## config.mk

```make
export PLATFORM = sky130hd
export DESIGN_NAME = sw_affine_engine
export DESIGN_NICKNAME = d
export VERILOG_FILES = /design/src/rtl/sw_affine_engine.sv
export SDC_FILE = /design/constraint.sdc
export NUM_CORES = 1
export LEC_CHECK = 0
export ABC_CLOCK_PERIOD_IN_PS = 13790
export CAP_MARGIN = 20
export CORE_ASPECT_RATIO = 0.5
export CORE_MARGIN = 2
export CORE_UTILIZATION = 42
export DETAILED_ROUTE_END_ITERATION = 10
export SLEW_MARGIN = 5
export SYNTH_ARGS = -nofsm -noshare
export SYNTH_HDL_FRONTEND = slang
export SYNTH_SLANG_ARGS = --single-unit
```

## constraint.sdc

```tcl
create_clock -name clk -period 13.79 [get_ports clk]
set_input_delay 4.137 -clock clk [delete_from_list [all_inputs] [get_ports clk]]
set_output_delay 4.137 -clock clk [all_outputs]
set_load 0.01 [all_outputs]
```

## src/rtl/sw_affine_engine.sv

```systemverilog
// Smith-Waterman local-alignment engine, affine gaps, saturating scores.
// Scans one DP cell per cycle and reports the best score and its position.
//
// Ports:
//   clk          in   rising-edge clock
//   reset        in   asynchronous, active-high
//   valid        in   load beat qualifier (used in IDLE/LOAD only)
//   data_ref     in   2-bit reference symbol (A=0 C=1 G=2 T=3)
//   data_query   in   2-bit query symbol, used on the first QUERY_LEN beats
//   match_score  in   added to the diagonal on a symbol match
//   mismatch_pen in   subtracted from the diagonal on a mismatch
//   gap_open     in   cost of the first gap symbol
//   gap_ext      in   cost of each further gap symbol
//   busy         out  job in progress (LOAD after first beat, CALC, DONE)
//   finish       out  one-cycle pulse, results valid
//   max          out  best local score
//   pos_ref      out  1-based reference index of the best cell (0 if none)
//   pos_query    out  1-based query index of the best cell (0 if none)

module sw_affine_engine #(
    parameter int REF_LEN         = 64,
    parameter int QUERY_LEN       = 32,
    parameter int WIDTH_SCORE     = 8,
    parameter int WIDTH_PEN       = 4,
    parameter int WIDTH_POS_REF   = 7,
    parameter int WIDTH_POS_QUERY = 6
) (
    input  logic                       clk,
    input  logic                       reset,
    input  logic                       valid,
    input  logic [1:0]                 data_ref,
    input  logic [1:0]                 data_query,
    input  logic [WIDTH_PEN-1:0]       match_score,
    input  logic [WIDTH_PEN-1:0]       mismatch_pen,
    input  logic [WIDTH_PEN-1:0]       gap_open,
    input  logic [WIDTH_PEN-1:0]       gap_ext,
    output logic                       busy,
    output logic                       finish,
    output logic [WIDTH_SCORE-1:0]     max,
    output logic [WIDTH_POS_REF-1:0]   pos_ref,
    output logic [WIDTH_POS_QUERY-1:0] pos_query
);

    localparam int WI = (REF_LEN > 1) ? $clog2(REF_LEN) : 1;
    localparam int WJ = (QUERY_LEN > 1) ? $clog2(QUERY_LEN) : 1;
    // Arithmetic width: one bit above the wider operand so a
    // saturating add can see its own overflow.
    localparam int WW =
        ((WIDTH_SCORE > WIDTH_PEN) ? WIDTH_SCORE : WIDTH_PEN) + 1;

    localparam logic [WIDTH_SCORE-1:0] SMAX   = '1;
    localparam logic [WI-1:0]          I_LAST = WI'(REF_LEN - 1);
    localparam logic [WJ-1:0]          J_LAST = WJ'(QUERY_LEN - 1);

    typedef enum logic [1:0] {
        S_IDLE,
        S_LOAD,
        S_CALC,
        S_DONE
    } state_t;

    // ------------------------------------------------------------
    // Saturating helpers
    // ------------------------------------------------------------
    function automatic logic [WIDTH_SCORE-1:0] f_sat_add(
        input logic [WIDTH_SCORE-1:0] a,
        input logic [WIDTH_PEN-1:0]   b
    );
        logic [WW-1:0] s;
        s = WW'(a) + WW'(b);
        if (s > WW'(SMAX))
            return SMAX;
        return s[WIDTH_SCORE-1:0];
    endfunction

    function automatic logic [WIDTH_SCORE-1:0] f_sat_sub(
        input logic [WIDTH_SCORE-1:0] a,
        input logic [WIDTH_PEN-1:0]   b
    );
        if (WW'(a) > WW'(b))
            return WIDTH_SCORE'(WW'(a) - WW'(b));
        return '0;
    endfunction

    function automatic logic [WIDTH_SCORE-1:0] f_max2(
        input logic [WIDTH_SCORE-1:0] a,
        input logic [WIDTH_SCORE-1:0] b
    );
        return (a > b) ? a : b;
    endfunction

    // ------------------------------------------------------------
    // State
    // ------------------------------------------------------------
    state_t                   r_state;
    logic [WI-1:0]            r_cnt;
    logic [WI-1:0]            r_i;
    logic [WJ-1:0]            r_j;

    logic [WIDTH_PEN-1:0]     r_match;
    logic [WIDTH_PEN-1:0]     r_mis;
    logic [WIDTH_PEN-1:0]     r_gopen;
    logic [WIDTH_PEN-1:0]     r_gext;

    logic [WIDTH_SCORE-1:0]   r_hleft;
    logic [WIDTH_SCORE-1:0]   r_eleft;
    logic [WIDTH_SCORE-1:0]   r_hdiag;

    logic [WIDTH_SCORE-1:0]   r_best;
    logic [WIDTH_POS_REF-1:0] r_bi;
    logic [WIDTH_POS_QUERY-1:0] r_bj;

    logic [1:0]               r_ref   [REF_LEN];
    logic [1:0]               r_query [QUERY_LEN];
    logic [WIDTH_SCORE-1:0]   r_hrow  [QUERY_LEN];
    logic [WIDTH_SCORE-1:0]   r_frow  [QUERY_LEN];

    // ------------------------------------------------------------
    // Load path
    // ------------------------------------------------------------
    logic w_beat;
    logic w_wr_q;

    assign w_beat = valid &&
                    ((r_state == S_IDLE) || (r_state == S_LOAD));
    assign w_wr_q = (int'(r_cnt) < QUERY_LEN);

    // ------------------------------------------------------------
    // Cell datapath: H(i,j), E(i,j), F(i,j) for the current (r_i, r_j)
    // ------------------------------------------------------------
    logic [WIDTH_SCORE-1:0]     w_hup;
    logic [WIDTH_SCORE-1:0]     w_fup;
    logic [WIDTH_SCORE-1:0]     w_hl;
    logic [WIDTH_SCORE-1:0]     w_el;
    logic [WIDTH_SCORE-1:0]     w_hd;
    logic [WIDTH_SCORE-1:0]     w_e;
    logic [WIDTH_SCORE-1:0]     w_f;
    logic [WIDTH_SCORE-1:0]     w_d;
    logic [WIDTH_SCORE-1:0]     w_h;
    logic                       w_match;
    logic                       w_better;
    logic                       w_last;
    logic [WIDTH_POS_REF-1:0]   w_pi;
    logic [WIDTH_POS_QUERY-1:0] w_pj;

    // Row 1 sees a zero row above; column 1 sees zero left and
    // diagonal, so stale buffer contents never leak into a new job.
    assign w_hup = (r_i == '0) ? '0 : r_hrow[r_j];
    assign w_fup = (r_i == '0) ? '0 : r_frow[r_j];
    assign w_hl  = (r_j == '0) ? '0 : r_hleft;
    assign w_el  = (r_j == '0) ? '0 : r_eleft;
    assign w_hd  = (r_j == '0) ? '0 : r_hdiag;

    assign w_e = f_max2(f_sat_sub(w_hl, r_gopen),
                        f_sat_sub(w_el, r_gext));
    assign w_f = f_max2(f_sat_sub(w_hup, r_gopen),
                        f_sat_sub(w_fup, r_gext));

    assign w_match = (r_ref[r_i] == r_query[r_j]);
    assign w_d     = w_match ? f_sat_add(w_hd, r_match)
                             : f_sat_sub(w_hd, r_mis);

    // Unsigned values are never below 0, so the 0 term is implicit.
    assign w_h = f_max2(w_d, f_max2(w_e, w_f));

    // Strictly greater keeps the earliest cell on ties.
    assign w_better = (w_h > r_best);
    assign w_last   = (r_i == I_LAST) && (r_j == J_LAST);
    assign w_pi     = WIDTH_POS_REF'(r_i) + WIDTH_POS_REF'(1);
    assign w_pj     = WIDTH_POS_QUERY'(r_j) + WIDTH_POS_QUERY'(1);

    // ------------------------------------------------------------
    // Symbol and row buffers (no reset needed)
    // ------------------------------------------------------------
    always_ff @(posedge clk) begin
        if (w_beat) begin
            r_ref[r_cnt] <= data_ref;
            if (w_wr_q)
                r_query[r_cnt[WJ-1:0]] <= data_query;
        end
        if (r_state == S_CALC) begin
            r_hrow[r_j] <= w_h;
            r_frow[r_j] <= w_f;
        end
    end

    // ------------------------------------------------------------
    // Control FSM with registered outputs
    // ------------------------------------------------------------
    always_ff @(posedge clk or posedge reset) begin
        if (reset) begin
            r_state   <= S_IDLE;
            r_cnt     <= '0;
            r_i       <= '0;
            r_j       <= '0;
            r_match   <= '0;
            r_mis     <= '0;
            r_gopen   <= '0;
            r_gext    <= '0;
            r_hleft   <= '0;
            r_eleft   <= '0;
            r_hdiag   <= '0;
            r_best    <= '0;
            r_bi      <= '0;
            r_bj      <= '0;
            busy      <= 1'b0;
            finish    <= 1'b0;
            max       <= '0;
            pos_ref   <= '0;
            pos_query <= '0;
        end else begin
            finish <= 1'b0;
            unique case (r_state)
                S_IDLE, S_LOAD: begin
                    if (valid) begin
                        if (r_state == S_IDLE) begin
                            r_match <= match_score;
                            r_mis   <= mismatch_pen;
                            r_gopen <= gap_open;
                            r_gext  <= gap_ext;
                            r_best  <= '0;
                            r_bi    <= '0;
                            r_bj    <= '0;
                            r_i     <= '0;
                            r_j     <= '0;
                            busy    <= 1'b1;
                        end
                        if (r_cnt == I_LAST) begin
                            r_cnt   <= '0;
                            r_state <= S_CALC;
                        end else begin
                            r_cnt   <= r_cnt + 1'b1;
                            r_state <= S_LOAD;
                        end
                    end
                end

                S_CALC: begin
                    r_hleft <= w_h;
                    r_eleft <= w_e;
                    // H(i-1,j) becomes the diagonal of cell (i,j+1).
                    r_hdiag <= w_hup;
                    if (w_better) begin
                        r_best <= w_h;
                        r_bi   <= w_pi;
                        r_bj   <= w_pj;
                    end
                    if (r_j == J_LAST) begin
                        r_j <= '0;
                        if (r_i == I_LAST)
                            r_i <= '0;
                        else
                            r_i <= r_i + 1'b1;
                    end else begin
                        r_j <= r_j + 1'b1;
                    end
                    // Publish including the final cell's contribution.
                    if (w_last) begin
                        r_state   <= S_DONE;
                        finish    <= 1'b1;
                        max       <= w_better ? w_h  : r_best;
                        pos_ref   <= w_better ? w_pi : r_bi;
                        pos_query <= w_better ? w_pj : r_bj;
                    end
                end

                S_DONE: begin
                    busy    <= 1'b0;
                    r_state <= S_IDLE;
                end

                default: begin
                    r_state <= S_IDLE;
                end
            endcase
        end
    end

endmodule

```

==> results of run 1 <==
## cell usage after synthesis (11+ instances only)
cell type | number | area, sq um
xor2_1 | 14 | 123
dfrtp_1 | 103 | 2580
xnor2_1 | 11 | 96.3
mux2i_1 | 165 | 1650
a31oi_1 | 19 | 119
a22oi_1 | 24 | 180
a22o_1 | 16 | 140
nor2b_1 | 26 | 163
buf_6 | 14 | 158
nor2_1 | 197 | 739
nor3_1 | 23 | 115
mux4_2 | 90 | 2030
o22ai_1 | 76 | 475
edfxtp_1 | 704 | 21100
nor4_1 | 19 | 119
nand3_1 | 32 | 160
nand4_1 | 15 | 93.8
a21oi_1 | 51 | 255
a21o_1 | 36 | 270
o31ai_1 | 14 | 105
buf_2 | 31 | 155
o21a_1 | 11 | 82.6
o21ai_0 | 52 | 260
and3_1 | 12 | 75.1
ha_1 | 79 | 988
mux2_2 | 66 | 743
nand2_1 | 144 | 541
clkbuf_1 | 67 | 251
inv_1 | 76 | 285
nand2b_1 | 13 | 81.3
## final cells by class
class	count	area (sq um)	area share [%]
Sequential cell	807	23700	58.8
Multi-Input combinational cell	1371	11200	27.9
Clock buffer	98	2030	5.04
Tap cell	1116	1400	3.46
Timing Repair Buffer	133	1250	3.10
Clock inverter	32	417	1.03
Inverter	76	288	0.713
Antenna cell	1	2.50	0.00620
## worst min-delay path: stages (launching register included)
cell	delay, ns
dfrtp_1	0.34
nand2_1	0.05
nand3_1	0.06
## path summary, 6_finish.rpt
| check | startpoint | endpoint | slack, ns | cells after the start |
|---|---|---|---|---|
| setup / recovery | r_j[4]$_DFFE_PP0P_ | r_best[5]$_DFFE_PP0P_ | 1.18 | 45 |
| hold reg to reg | max[1]$_DFFE_PP0P_ | max[1]$_DFFE_PP0P_ | 0.48 | 2 |
| hold / removal | max[1]$_DFFE_PP0P_ | max[1]$_DFFE_PP0P_ | 0.48 | 2 |
| max in group asynchronous | reset | r_j[0]$_DFFE_PP0P_ | 8.56 | 3 |
| min in group asynchronous | reset | r_bj[2]$_DFFE_PP0P_ | 3.90 | 2 |
| setup reg to reg | r_j[4]$_DFFE_PP0P_ | r_best[5]$_DFFE_PP0P_ | 1.18 | 45 |
## cell families after synthesis
logic type	share of synthesized area, %
simple gates	7.25
buf+inv	2.56
compound gates	7.79
fa+ha+maj	3.10
xor+xnor	0.612
mux	12.4
flops	66.3
## layer usage
layer  share of wire (%)  GRT usage (%)
met1                  46           32.3
met3                 7.1           3.82
met2                  44           32.3
met5                   0              0
met4                 2.1           5.61
## stage by stage
stage | worst slack, ns | hold WS [ns] | std cells | utilization (%) | area, sq um
global placement | 1.16 | 0.474 | 3496 | 44.9 | 37700
detailed placement | 1.10 | 0.474 | 3496 | 44.9 | 37700
finish | 1.18 | 0.479 | 3634 | 48.0 | 40400
CTS | 1.01 | 0.489 | 3626 | 47.8 | 40200
floorplan | 0.367 | 0.453 | 2377 | - | 35800
global route | 0.300 | 0.512 | 3633 | 48.0 | 40400
## registers in the layout, summed over array words and instances, names as in the netlist, 5 cells and up
register and flops:
r_i 6, r_bi 7, r_hleft 8, r_query 64, r_cnt 6, r_hrow 256
pos_query 6, pos_ref 7, r_j 5, r_frow 256, r_eleft 8, r_hdiag 8
r_best 8, r_ref 128, max 8, r_bj 6
## layout by cell type, fill, tap and decap left out, types with 9 or more instances in the layout
master           instances
clkdlybuf4s50_1         43
a22oi_1                 24
clkbuf_16               76
a21o_1                  36
dfrtp_1                 99
mux4_2                  90
a22o_1                  16
inv_1                   75
or3_1                    9
ha_1                    78
o22ai_1                 76
xor2_1                  14
xnor2_1                 11
nand2b_1                13
mux2i_1                164
nor4_1                  19
nor2_1                 193
clkinv_1                10
a21oi_1                 51
a31oi_1                 19
a221oi_1                 9
or2_2                   10
o21a_1                  11
nand3_1                 32
and3_1                  12
o31ai_1                 13
clkbuf_1                17
mux2_2                  66
nor3_1                  23
nor2b_1                 26
bufinv_16                9
buf_4                   78
nand4_1                 15
edfxtp_1               704
nand2_1                144
o21ai_0                 51
## repair_timing
action                                  4_1_cts  5_1_grt
endpoints found under the setup margin        0        1
hold buffers                                  0        0
resized for setup                             0        1
## power by group through the flow
stage | Sequential (uW) | Clock [uW] | Combinational [uW]
after global routing | 3800 | 2260 | 3980
after CTS | 3810 | 2170 | 3540
after floorplan | 3840 | 0 | 2030
after global placement | 3850 | 0 | 3450
after detailed placement | 3860 | 0 | 3520
final | 3800 | 2140 | 3650
==> summary.md, run 1 <==
| Metric | Value |
|---|---|
| CTS H-tree depth | 3 |
| Core area | 84,100 sq um |
| Clock Latency Late Sink | 0.67 ns |
| Maximum Capacitance Violations | 0 |
| Number of synthesized flops with an enable pin | 704 |
| Pwr Density | 237 nW/um^2 |
| Number of antenna violations at the first check in global routing | 1 |
| Post-CTS setup buffers | 0 |
| Remaining DRCs | 0 |
| Hold/Removal Path Class | reg -> reg |
| Initial detailed-routing violation count | 2,184 |
| Via Count | 21.2k |
| Critical path launch point type | register |
| Global-route wire length before repair | 139,000 um |
| Outcome | completed |
| Syn Area/Cell | 15.1 sq um |
| Initial core utilization | 42.6% |
| Worst path bufs/invs | 5 |
| Num CTS Buffers | 74 |
| Mapped Nets | 2,485 |
| Slew @ Worst Pin | 1.06 ns |
| RSZ-0062 raised after global routing | false |
| Maximum root-to-sink buffer count | 3 |
| WP data required | 14.33 ns |
| Hpwl dp | 61,200 um |
| Die W | 417 um |
| Combinational share of power | 38.1% |
| Area grow syn2layout | 12.8% |
| Chip Height | 210 um |
| Mapped cell area | 35,800 sq um |
| Vias/cell | 5.85 |
| F_max | 0.0793 GHz |
| Slowest library cell on the worst path | mux2_2 |
| Endpoints failing setup | 0 |
| P_leak | 0.0137 uW |
| Sequential share of the synthesized area | 66.3% |
| Final hold vios | 0 |
| TritonCTS clock tree | done |
| RePlAce Congestion | 0.894 |
| Total track usage | 21.5% |
| FF+latch count, synth | 807 |
| Sw Ratio | 38.1% |
| DR WL/cell | 25.9 um |
| CP endpoint kind | register |
| Worst path top cell family by delay | compound AO/OA/AOI/OAI gates |
| TNS Setup | 0 ns |
| DRT Pass-1 Iters | 7 |
| Post-route ant nets | 0 |
| Clk_skew | 0.0294 ns |
| Max incr delay on CP | 0.76 ns |
| Total gr overflow | 0 |
| Synth Flop Type | edfxtp_1 |
| Mapped Cells | 2,377 |
| Die area | 87,700 sq um |
| Clock power frac | 22.3% |
| Total Nets Final | 2,571 |
| CP arrival | 13.14 ns |
| Sinks on Clock Net | 807 |
| Post-synth ARST share | 12.8% |
| Port bufs | 45 |
| Row count | 75 |
| Worst slew margin | 29.2% |
| Largest net degree at the start of global routing | 89 |
| Overall power | 9590 uW |
| FILL cells | 7,187 |
| Crit Path Class | reg -> reg |
| Yosys warns | 0 |
| DRT Wirelength | 94,100 um |
| Layout cells sized above 1 | 15.7% |
| Root buf cell | clkbuf_16 |
| Slew Limit Fails | 0 |
| Clock period minus worst slack | 12.61 ns |
| NetSw | 3660 uW |
| Worst ir drop on vdd | 0.776 mV |
| Clock edge transition at the registers on the reported setup and hold paths | 0.06 ns |
| Critical Path Fanout Max | 36 |
| Synth unique cells | 90 |
| Vias in the first global route | 21.0k |
| Tcrit/Tclk final | 91.4% |
| IO Pins | 46 |
| Internal power | 5930 uW |
| Part of the power in registers | 39.6% |
Note: power is estimated with default switching activity, not from simulation.
==> run 2: changes to the inputs <==
Settings changed: CORE_ASPECT_RATIO 0.5 to 0.6, SLEW_MARGIN 5 to 40.
==> run 2 against run 1 <==
  * Worst hold slack lost 0.0031 ns
  * Largest cell class unchanged
  * Maximum frequency shrank 2.8%
  * Critical endpoint is now r_best[2]$_DFFE_PP0P_
  * Clock skew down 0.0089 ns
  * Highest routed layer is now met5
==> summary.md, run 2 (synthesized netlist as in run 1, its figures left out) <==
| Metric | Value |
|---|---|
| Outcome | completed |
| Setup slack, reg-to-reg | 0.82 ns (-0.36 ns) |
| Clock edge transition at the registers on the reported setup and hold paths | 0.07 ns (about the same) |
| Global-route wire length before repair | 144,000 um (+3.5%) |
| Area grow syn2layout | 12.2% |
| FILL cells | 7,227 (+0.56%) |
| Sinks on Clock Net | 807 (unchanged) |
| Post-Layout Inst Area | 40,200 sq um (-0.51%) |
| Crit Reg-Reg Endpoint | r_best[2]$_DFFE_PP0P_ |
| Clock Latency Late Sink | 0.65 ns (-0.02 ns) |
| Total Nets Final | 2,575 (+0.16%) |
| Worst Hold Depth | 2 (unchanged) |
| CTS H-tree depth | 3 (unchanged) |
| CP dominant cell by count | a21o_1 |
| Global routing usage on met1 | 35.9% (+3.6 points) |
| Hpwl dp | 67,600 um (+11%) |
| Total gr overflow | 0 (unchanged) |
| Pwr Density | 234 nW/um^2 (-1.4%) |
| Clk_skew | 0.0205 ns (-0.00888 ns) |
| Post-route ant nets | 0 (unchanged) |
| Final hold vios | 0 (unchanged) |
| Number of antenna violations at the first check in global routing | 3 (+2) |
| Tcrit/Tclk final | 94.1% (+2.6 points) |
| Num CTS Buffers | 72 (-2.7%) |
| Port bufs | 45 (unchanged) |
| Via Count | 21.9k (+2.9%) |
| Maximum root-to-sink buffer count | 3 (unchanged) |
| Max incr delay on CP | 0.81 ns (+0.05 ns) |
| Vias in the first global route | 21.2k (+1.1%) |
| DRT Pass-1 Iters | 7 (unchanged) |
| Layout cells sized above 1 | 16.6% (+0.93 points) |
| Root buf cell | clkbuf_16 |
| Worst Hold End | pos_ref[6]$_DFFE_PP0P_ |
| Critical Path Fanout Max | 34 (-5.6%) |
| Largest net degree at the start of global routing | 102 (+15%) |
| CP arrival | 13.56 ns (+0.42 ns) |
| Maximum Capacitance Violations | 0 (unchanged) |
| Vias/cell | 5.98 (+2.3%) |
| DR WL/cell | 27.0 um (+4.5%) |
| Crit Path Class | reg -> reg |
| Leading cell types in the layout, fill and taps excluded | edfxtp_1 (704), nor2_1 (187), mux2i_1 (164), nand2_1 (143), dfrtp_1 (97) |
| M3 GR Usage | 6.47% (+2.7 points) |
| Total track usage | 22.4% (+0.90 points) |
| RePlAce Congestion | 0.900 (+0.67%) |
| F_max | 0.0771 GHz (-2.8%) |
| Worst ir drop on vdd | 0.483 mV (-38%) |
| Die W | 381 um (-8.6%) |
| Core area | 83,900 sq um (-0.18%) |
| Biggest regs | r_frow (256), r_hrow (256), r_ref (128) |
| Hold_sp | pos_ref[6]$_DFFE_PP0P_ |
| R2r worst-path depth | 51 (+13%) |
| TritonCTS clock tree | done |
| Critical path launch point type | register |
| Slowest library cell on the worst path | dfrtp_4 |
| Endpoints failing setup | 0 (unchanged) |
| Hold/Removal Path Class | reg -> reg |
| P_leak | 0.0136 uW (-0.68%) |
| Initial detailed-routing violation count | 2,350 (+7.6%) |
| Remaining DRCs | 0 (unchanged) |
| Placed cell area | 37,900 sq um (+0.35%) |
| WP data required | 14.38 ns (+0.05 ns) |
| Fin util | 47.8% (-0.16 points) |
| Row count | 82 (+9.3%) |
| GR peak layer | met1 |
| IO Pins | 46 (unchanged) |
| CP endpoint kind | register |
| Chip Height | 230 um (+9.4%) |
| Slew Limit Fails | 0 (unchanged) |
| Initial core utilization | 42.7% (+0.079 points) |
| DRT Wirelength | 98,900 um (+5.1%) |
| Global Route met2 Usage | 29.4% (-2.8 points) |
| Slew @ Worst Pin | 0.876 ns (-0.180 ns) |
| Reg2reg start | r_j[1]$_DFFE_PP0P_ |
| Worst slew margin | 41.4% (+12 points) |
| Clock period minus worst slack | 12.97 ns (+0.364 ns) |
| TNS Setup | 0 ns (unchanged) |
| RSZ-0062 raised after global routing | false |
| Commonest non-fill, non-tap cell in the layout | edfxtp_1 |
| Die area | 87,700 sq um (about the same) |
-- run 2: repair_timing --
item,in CTS,in global routing
buffers inserted,0,1
setup endpoints to repair,0,27
resized for setup,0,3
hold buffers,0,0
hold endpoints to repair,0,0
-- run 2: layer usage --
| layer | vias up | wire length [um] |
|---|---|---|
| met4 | 4 | 1580 |
| met3 | 115 | 10100 |
| met5 | - | 115 |
| met2 | 957 | 39400 |
| met1 | 11331 | 47700 |
| li1 | 9448 | - |
-- run 2: layout make-up --
class                           count  area (sq um)  share of cell area (%)
Sequential cell                   807         23700                    59.1
Multi-Input combinational cell   1371         11300                    28.1
Clock buffer                       90          1910                    4.76
Tap cell                         1134          1420                    3.53
Timing Repair Buffer              139          1190                    2.98
Clock inverter                     38           333                   0.829
Inverter                           76           288                   0.717
Antenna cell                        1          2.50                 0.00623
-- run 2: worst max-delay path, delay by kind of cell, from the launching register on --
family,cells,cell delay (ns)
AND/OR/NAND/NOR,7,1.13
flip-flops,1,0.81
multiplexers,1,0.32
adder cells (fa/ha/maj),6,1.86
AO/OA/AOI/OAI,30,7.33
buffers and inverters,7,1.37
-- run 2: how the worst max path moves through the flow --
stage	end	cells past startpoint	from
final	r_best[2]$_DFFE_PP0P_	51	r_j[1]$_DFFE_PP0P_
after global routing	r_bj[2]$_DFFE_PP0P_	54	r_j[1]$_DFFE_PP0P_
after global placement	r_bi[2]$_DFFE_PP0P_	52	r_j[0]$_DFFE_PP0P_
after detailed placement	r_bi[2]$_DFFE_PP0P_	51	r_j[0]$_DFFE_PP0P_
after floorplan	max[3]$_DFFE_PP0P_	53	r_j[0]$_DFFE_PP0P_
after CTS	r_bi[2]$_DFFE_PP0P_	51	r_j[0]$_DFFE_PP0P_
-- run 2: where the power goes --
part,internal (uW),switching [uW],total (uW)
combinational,889,2720,3610
sequential,3760,39.9,3800
clock,1080,906,1990
total,5730,3670,9400
-- run 2: stage by stage --
stage               total power (uW)  hold slack, ns  instances  worst slack [ns]
floorplan                       5870           0.453       2377             0.367
global placement                7310           0.472       3525             0.653
detailed placement              7400           0.469       3526             0.916
CTS                             9390           0.484       3654             0.851
global route                    9830           0.508       3655             0.199
finish                          9400           0.476       3656             0.818
